===== config.mk =====
export PLATFORM = sky130hd
export DESIGN_NAME = seq_mag_compare
export DESIGN_NICKNAME = d
export VERILOG_FILES = /design/src/rtl/cmp_pkg.sv /design/src/rtl/cmp_slice.sv /design/src/rtl/seq_mag_compare.sv
export SDC_FILE = /design/constraint.sdc
export NUM_CORES = 1
export LEC_CHECK = 0
export ABC_AREA = 1
export ABC_CLOCK_PERIOD_IN_PS = 2000
export BUFFER_PORTS_ARGS = -buffer_cell sky130_fd_sc_hd__buf_4
export CAP_MARGIN = 15
export CORE_AREA = 2 2 70 72
export CTS_CLUSTER_DIAMETER = 50
export DETAILED_ROUTE_END_ITERATION = 10
export DIE_AREA = 0 0 72 74
export PLACE_DENSITY = 0.81
export SYNTH_ARGS = -nofsm -noshare
export SYNTH_HDL_FRONTEND = slang
export SYNTH_SLANG_ARGS = --single-unit

===== constraint.sdc =====
create_clock -name clk -period 2 [get_ports clk]
set_clock_uncertainty 0.05 [all_clocks]
set_input_delay 0.2 -clock clk [delete_from_list [all_inputs] [get_ports clk]]
set_output_delay 0.2 -clock clk [all_outputs]
set_load 0.01 [all_outputs]

===== src/rtl/cmp_pkg.sv =====
`default_nettype none
// ============================================================================
//  Module      : cmp_pkg
//  Description : Shared types and helpers for the sequential magnitude
//                comparator: FSM state encoding, one-hot result type and
//                cascade-input decoding.
//  Revision    : 1.0 - initial release
// ============================================================================
package cmp_pkg;

  typedef enum logic [1:0] {
    IDLE = 2'd0,
    RUN  = 2'd1,
    DONE = 2'd2
  } state_t;

  typedef struct packed {
    logic lt;
    logic eq;
    logic gt;
  } cmp_res_t;

  // Cascade inputs need not be one-hot: eq wins, then gt, then lt.
  // An all-zero cascade means the lower stage has nothing to say -> equal.
  function automatic cmp_res_t decode_cascade(input logic lt_i,
                                              input logic eq_i,
                                              input logic gt_i);
    cmp_res_t res;
    res = '0;
    if (eq_i || (!lt_i && !gt_i)) begin
      res.eq = 1'b1;
    end else if (gt_i) begin
      res.gt = 1'b1;
    end else begin
      res.lt = 1'b1;
    end
    return res;
  endfunction

endpackage : cmp_pkg
`default_nettype wire


===== src/rtl/cmp_slice.sv =====
`default_nettype none
// ============================================================================
//  Module      : cmp_slice
//  Description : Combinational unsigned compare of one SLICE-bit chunk.
//  Revision    : 1.0 - initial release
// ============================================================================
module cmp_slice #(
  parameter int SLICE = 4
) (
  input  logic [SLICE-1:0] a_i,
  input  logic [SLICE-1:0] b_i,
  output logic             lt_o,
  output logic             eq_o,
  output logic             gt_o
);

  // Plain unsigned relational compare; sign handling is done upstream.
  always_comb begin
    lt_o = (a_i <  b_i);
    eq_o = (a_i == b_i);
    gt_o = (a_i >  b_i);
  end

endmodule : cmp_slice
`default_nettype wire


===== src/rtl/seq_mag_compare.sv =====
`default_nettype none
// ============================================================================
//  Module      : seq_mag_compare
//  Description : Multi-cycle, cascadable magnitude comparator. Walks the
//                operands MSB-first one slice per cycle, stops at the first
//                differing slice, and falls back to the cascade input when
//                all slices match. Valid/ready on both sides.
//  Revision    : 1.0 - initial release
// ============================================================================
module seq_mag_compare
  import cmp_pkg::*;
#(
  parameter int WIDTH = 16,
  parameter int SLICE = 4
) (
  input  logic             clk,
  input  logic             rst,
  input  logic             in_valid,
  output logic             in_ready,
  input  logic [WIDTH-1:0] in_a,
  input  logic [WIDTH-1:0] in_b,
  input  logic             in_signed,
  input  logic             in_casc_lt,
  input  logic             in_casc_eq,
  input  logic             in_casc_gt,
  output logic             out_valid,
  input  logic             out_ready,
  output logic             out_lt,
  output logic             out_eq,
  output logic             out_gt
);

  localparam int NSLICE = WIDTH / SLICE;
  localparam int IDXW   = (NSLICE > 1) ? $clog2(NSLICE) : 1;
  localparam logic [IDXW-1:0] IDX_TOP = IDXW'(NSLICE - 1);

  if ((WIDTH % SLICE) != 0 || WIDTH < SLICE) begin : g_bad_width
    $error("seq_mag_compare: WIDTH must be a non-zero multiple of SLICE");
  end

  state_t           state_q;
  logic [IDXW-1:0]  idx_q;
  logic [WIDTH-1:0] a_q;
  logic [WIDTH-1:0] b_q;
  cmp_res_t         casc_q;
  cmp_res_t         res_q;
  logic             out_valid_q;

  logic [WIDTH-1:0] sign_mask_d;
  logic [WIDTH-1:0] a_sh_d;
  logic [WIDTH-1:0] b_sh_d;
  logic [SLICE-1:0] slice_a_d;
  logic [SLICE-1:0] slice_b_d;
  logic             slice_lt_d;
  logic             slice_eq_d;
  logic             slice_gt_d;
  logic             accept_d;

  // In DONE a new operand pair may enter in the same cycle the result leaves.
  assign in_ready = !rst && ((state_q == IDLE) ||
                             ((state_q == DONE) && out_ready));
  assign accept_d = in_valid && in_ready;

  // Flipping the sign bit of both operands turns a two's-complement compare
  // into an unsigned one; storing flipped operands keeps the datapath unsigned.
  assign sign_mask_d = WIDTH'(in_signed) << (WIDTH - 1);

  // Select the slice under test from the latched operands.
  always_comb begin
    a_sh_d    = a_q >> (int'(idx_q) * SLICE);
    b_sh_d    = b_q >> (int'(idx_q) * SLICE);
    slice_a_d = a_sh_d[SLICE-1:0];
    slice_b_d = b_sh_d[SLICE-1:0];
  end

  cmp_slice #(
    .SLICE (SLICE)
  ) u_slice (
    .a_i  (slice_a_d),
    .b_i  (slice_b_d),
    .lt_o (slice_lt_d),
    .eq_o (slice_eq_d),
    .gt_o (slice_gt_d)
  );

  // Control FSM, operand capture and registered result.
  always_ff @(posedge clk or posedge rst) begin
    if (rst) begin
      state_q     <= IDLE;
      idx_q       <= '0;
      a_q         <= '0;
      b_q         <= '0;
      casc_q      <= '0;
      res_q       <= '0;
      out_valid_q <= 1'b0;
    end else begin
      case (state_q)
        IDLE: begin
          state_q <= IDLE;
        end
        RUN: begin
          if (!slice_eq_d) begin
            res_q       <= cmp_res_t'{lt: slice_lt_d, eq: 1'b0, gt: slice_gt_d};
            out_valid_q <= 1'b1;
            state_q     <= DONE;
          end else if (idx_q == '0) begin
            res_q       <= casc_q;
            out_valid_q <= 1'b1;
            state_q     <= DONE;
          end else begin
            idx_q <= idx_q - 1'b1;
          end
        end
        DONE: begin
          if (out_ready) begin
            out_valid_q <= 1'b0;
            state_q     <= IDLE;
          end
        end
        default: begin
          state_q <= IDLE;
        end
      endcase

      // A transfer always wins: it restarts the walk from the top slice.
      if (accept_d) begin
        a_q     <= in_a ^ sign_mask_d;
        b_q     <= in_b ^ sign_mask_d;
        casc_q  <= decode_cascade(in_casc_lt, in_casc_eq, in_casc_gt);
        idx_q   <= IDX_TOP;
        state_q <= RUN;
      end
    end
  end

  assign out_valid = out_valid_q;
  assign out_lt    = res_q.lt;
  assign out_eq    = res_q.eq;
  assign out_gt    = res_q.gt;

endmodule : seq_mag_compare
`default_nettype wire


==> results.yml <==
route:
  wire_per_inst_um: 13.86
  detail-route-antenna-nets: 0
  routed_wl_um: 5072
  avgViaCountPerCell: 5.142
  vias: 1882
  drtPass1Iterations: 4
  drcViolationCount: 0
  drt_iter0_drc: 178
setup_path:
  worst_setup_path_startpoint: "idx_q[0]"
  critPathCaptureType: "flip-flop"
  worstSetupPathType: "reg2reg"
  r2r-start: "idx_q[0]"
  crit_end: "out_lt"
  rr_worst_depth: 11
  r2r_end: "out_lt"
  critPathMaxFanout: 8
  critical_path_required_ps: 2140
  cp-start-kind: "flip-flop"
  critical_path_arrival_ps: 2190
  reg2reg_slack_ps: -40
floorplan:
  die-width_um: 72
  start_util_pct: 46.69
  dieHeight_um: 74
  io_pins: 45
  dieArea_um2: 5328
  core_um2: 4598
  rows: 25
synth:
  synth_cells: 264
  synth_top_family_by_area: "simple AND/OR/NAND/NOR gates"
  synth_fp_nets: 309
  synthFlopType: "dfrtp_1"
  async_reset_ff_share_pct: 100.0
  yosys.area.top_type_share_pct: 50.12
  syn_area_um2: 2147
  yosysUniqueCellTypes: 22
  netlist_top_cells_area: "dfrtp_1 50%, nand2_1 16%, nand3_1 8.2%"
  yosysWarnings: 0
  synthMuxAreaShare_pct: 0
  synthAdderAreaFrac_pct: 2.914
  synth_compound_area_share_pct: 8.450
  yosys.area.top_type: "dfrtp_1"
  synth_edf_count: 0
  avgSynthCellArea_um2: 8.133
  synth-xor-area-share_pct: 0.8159
  ys_seq_elements: 43
  synth-simple-area-share_pct: 31.41
  synth_seq_area_share_pct: 50.12
  synth_commonest_cells: "94 x nand2_1, 43 x dfrtp_1, 35 x nand3_1, 19 x nor2_1, 12 x o21ai_0"
  yosysMostFrequentCell: "nand2_1"
power:
  pwr-share-clk_pct: 14.1
  swShare_pct: 41.80
  p_per_area_nw_per_um2: 1586
  peakVddDrop_v: 0.0006935
  p_leak_nw: 1.400
  p_int_mw: 2.544
  switching_power_mw: 1.827
  power_frac_comb_pct: 52.3
  seq_power_share_pct: 33.5
timing:
  max_freq_mhz: 489.1
  fin_crit_sh_pct: 102.2
  min_period_ps: 2045
  tightest_slew_ps: 530.8
  relSlewSlack_pct: 64.61
  final_hold_viol_count: 0
  finalMaxSlewViolations: 0
  rsz0062_at_grt: "yes"
  worst_slack_ps: -44.52
  setup_viol: 4
placed_design:
  dp.cells: 354
  gp_congestion: 0.8422
  dp_hpwl_um: 3241
  numPortBuffers: 44
final_layout:
  final_cells: 366
  post-route-util_pct: 59.95
  diodes: 0
  fin_nets: 356
  regArea_um2: 1079
  nFillCells: 394
  multi_input_area_um2: 1030
  drive_above_1_share_pct: 29.17
  area_growth_pct: 28.38
worst_hold_path:
  worstHoldStart: "in_a[3]"
  hold_path.class: "in2reg"
global_route:
  antenna_found_initial: 0
  overflow: 0
  grt_first_pass_wirelength_um: 7914
  grt_max_degree: 44
  grt_use_total_pct: 19.44
  grt_pass1_vias: 1736
job:
  drv_cap: 0
cts:
  insertion_delay_ps: 300
  cts_buffers: 5
  cts_buffer_depth: 2
  holdBufCountCts: 0
  cts_root_buf: "clkbuf_8"
  clock_sinks: 43
  clk_pin_slew_ps: 80
  cts_tree: "done"
  cts.htree.levels: 2
status:
  violations: "setup timing"
  status: "complete, but fails checks"
per-stage QoR:
step | total power [mW] | hold WS (ps) | setup TNS (ps) | area [um^2] | setup WS, ps
floorplan | 2.633 | 287.7 | 0 | 2147 | 132.4
global placement | 3.028 | 374.5 | 0 | 2504 | 37.13
detailed placement | 3.109 | 378.8 | -47.35 | 2504 | -28.30
CTS | 3.787 | 63.57 | 0 | 2623 | 4.266
global route | 4.683 | 61.35 | -584.2 | 2756 | -118.4
finish | 4.372 | 61.28 | -130.4 | 2756 | -44.52
how the worst min path moves through the flow:
stage | endpoint | slack, ps | depth (start not counted)
3_3_place_gp | b_q[2] | 370 | 3
2_1_floorplan | a_q[14] | 290 | 2
6_report | a_q[3] | 60 | 3
3_5_place_dp | b_q[0] | 380 | 3
4_1_cts | b_q[6] | 60 | 3
5_1_grt | a_q[3] | 60 | 3
cell type report:
type,count,area share [%]
flip-flops and latches,43,39.13
multi-input cells,194,37.36
repair buffers,54,15.16
clock buffers,7,3.495
well taps,54,2.451
inverters,13,2.133
clock inverters,1,0.2724
cells in the final DEF, fill, tap and decap left out, types with 6 or more instances in the layout:
| cell type | instances |
|---|---|
| nand2_1 | 87 |
| buf_4 | 49 |
| nand3_1 | 33 |
| o21ai_1 | 13 |
| nor2_1 | 18 |
| dfrtp_1 | 41 |
| o21ai_0 | 6 |
| clkbuf_8 | 7 |
| inv_1 | 9 |
sequential cells by signal, indices dropped and copies added (netlist names):
register	cells
a_q	16
b_q	16
casc_q	3
idx_q	2
out_eq	1
out_gt	1
out_lt	1
out_valid	1
state_q	2
kinds of logic after synthesis:
| group | Yosys count |
|---|---|
| and+or+nand+nor | 156 |
| DFF | 43 |
| AOI/OAI and AO/OA | 31 |
| buffers and inverters | 27 |
| adders and majority gates | 5 |
| xor gates and xnor gates | 2 |
what timing repair did:
item                                    CTS  global route
gates resized for setup                   4            31
setup buffers                             1             3
pin swaps                                 1            14
endpoints found under the setup margin    7             8
worst max-delay path, stage by stage, from the launching register on:
cell and delay [ps]:
dfrtp_2 480, buf_6 160, o21ai_0 90, o22a_1 260, ha_4 290, nand2_2 60
nor2_4 200, nor2_2 80, nand2_2 100, nand2_1 60, nand2_1 60, nand2_1 40
power groups by stage:
| stage | logic, mW | clock network [mW] | registers (mW) |
|---|---|---|---|
| after floorplan | 1.25 | 0 | 1.38 |
| final | 2.29 | 0.619 | 1.47 |
| after CTS | 1.71 | 0.622 | 1.45 |
| after global routing | 2.53 | 0.653 | 1.50 |
| after detailed placement | 1.65 | 0 | 1.46 |
| after global placement | 1.57 | 0 | 1.46 |
layer usage:
metal | wire [um] | global-route usage [%] | vias up
met4 | 100 | 10.27 | 0
met3 | 246 | 3.794 | 8
met1 | 2217 | 26.14 | 858
met5 | 0 | 0 | -
li1 | - | - | 957
met2 | 2508 | 30.25 | 59
Power figures use the tool's default switching activity.
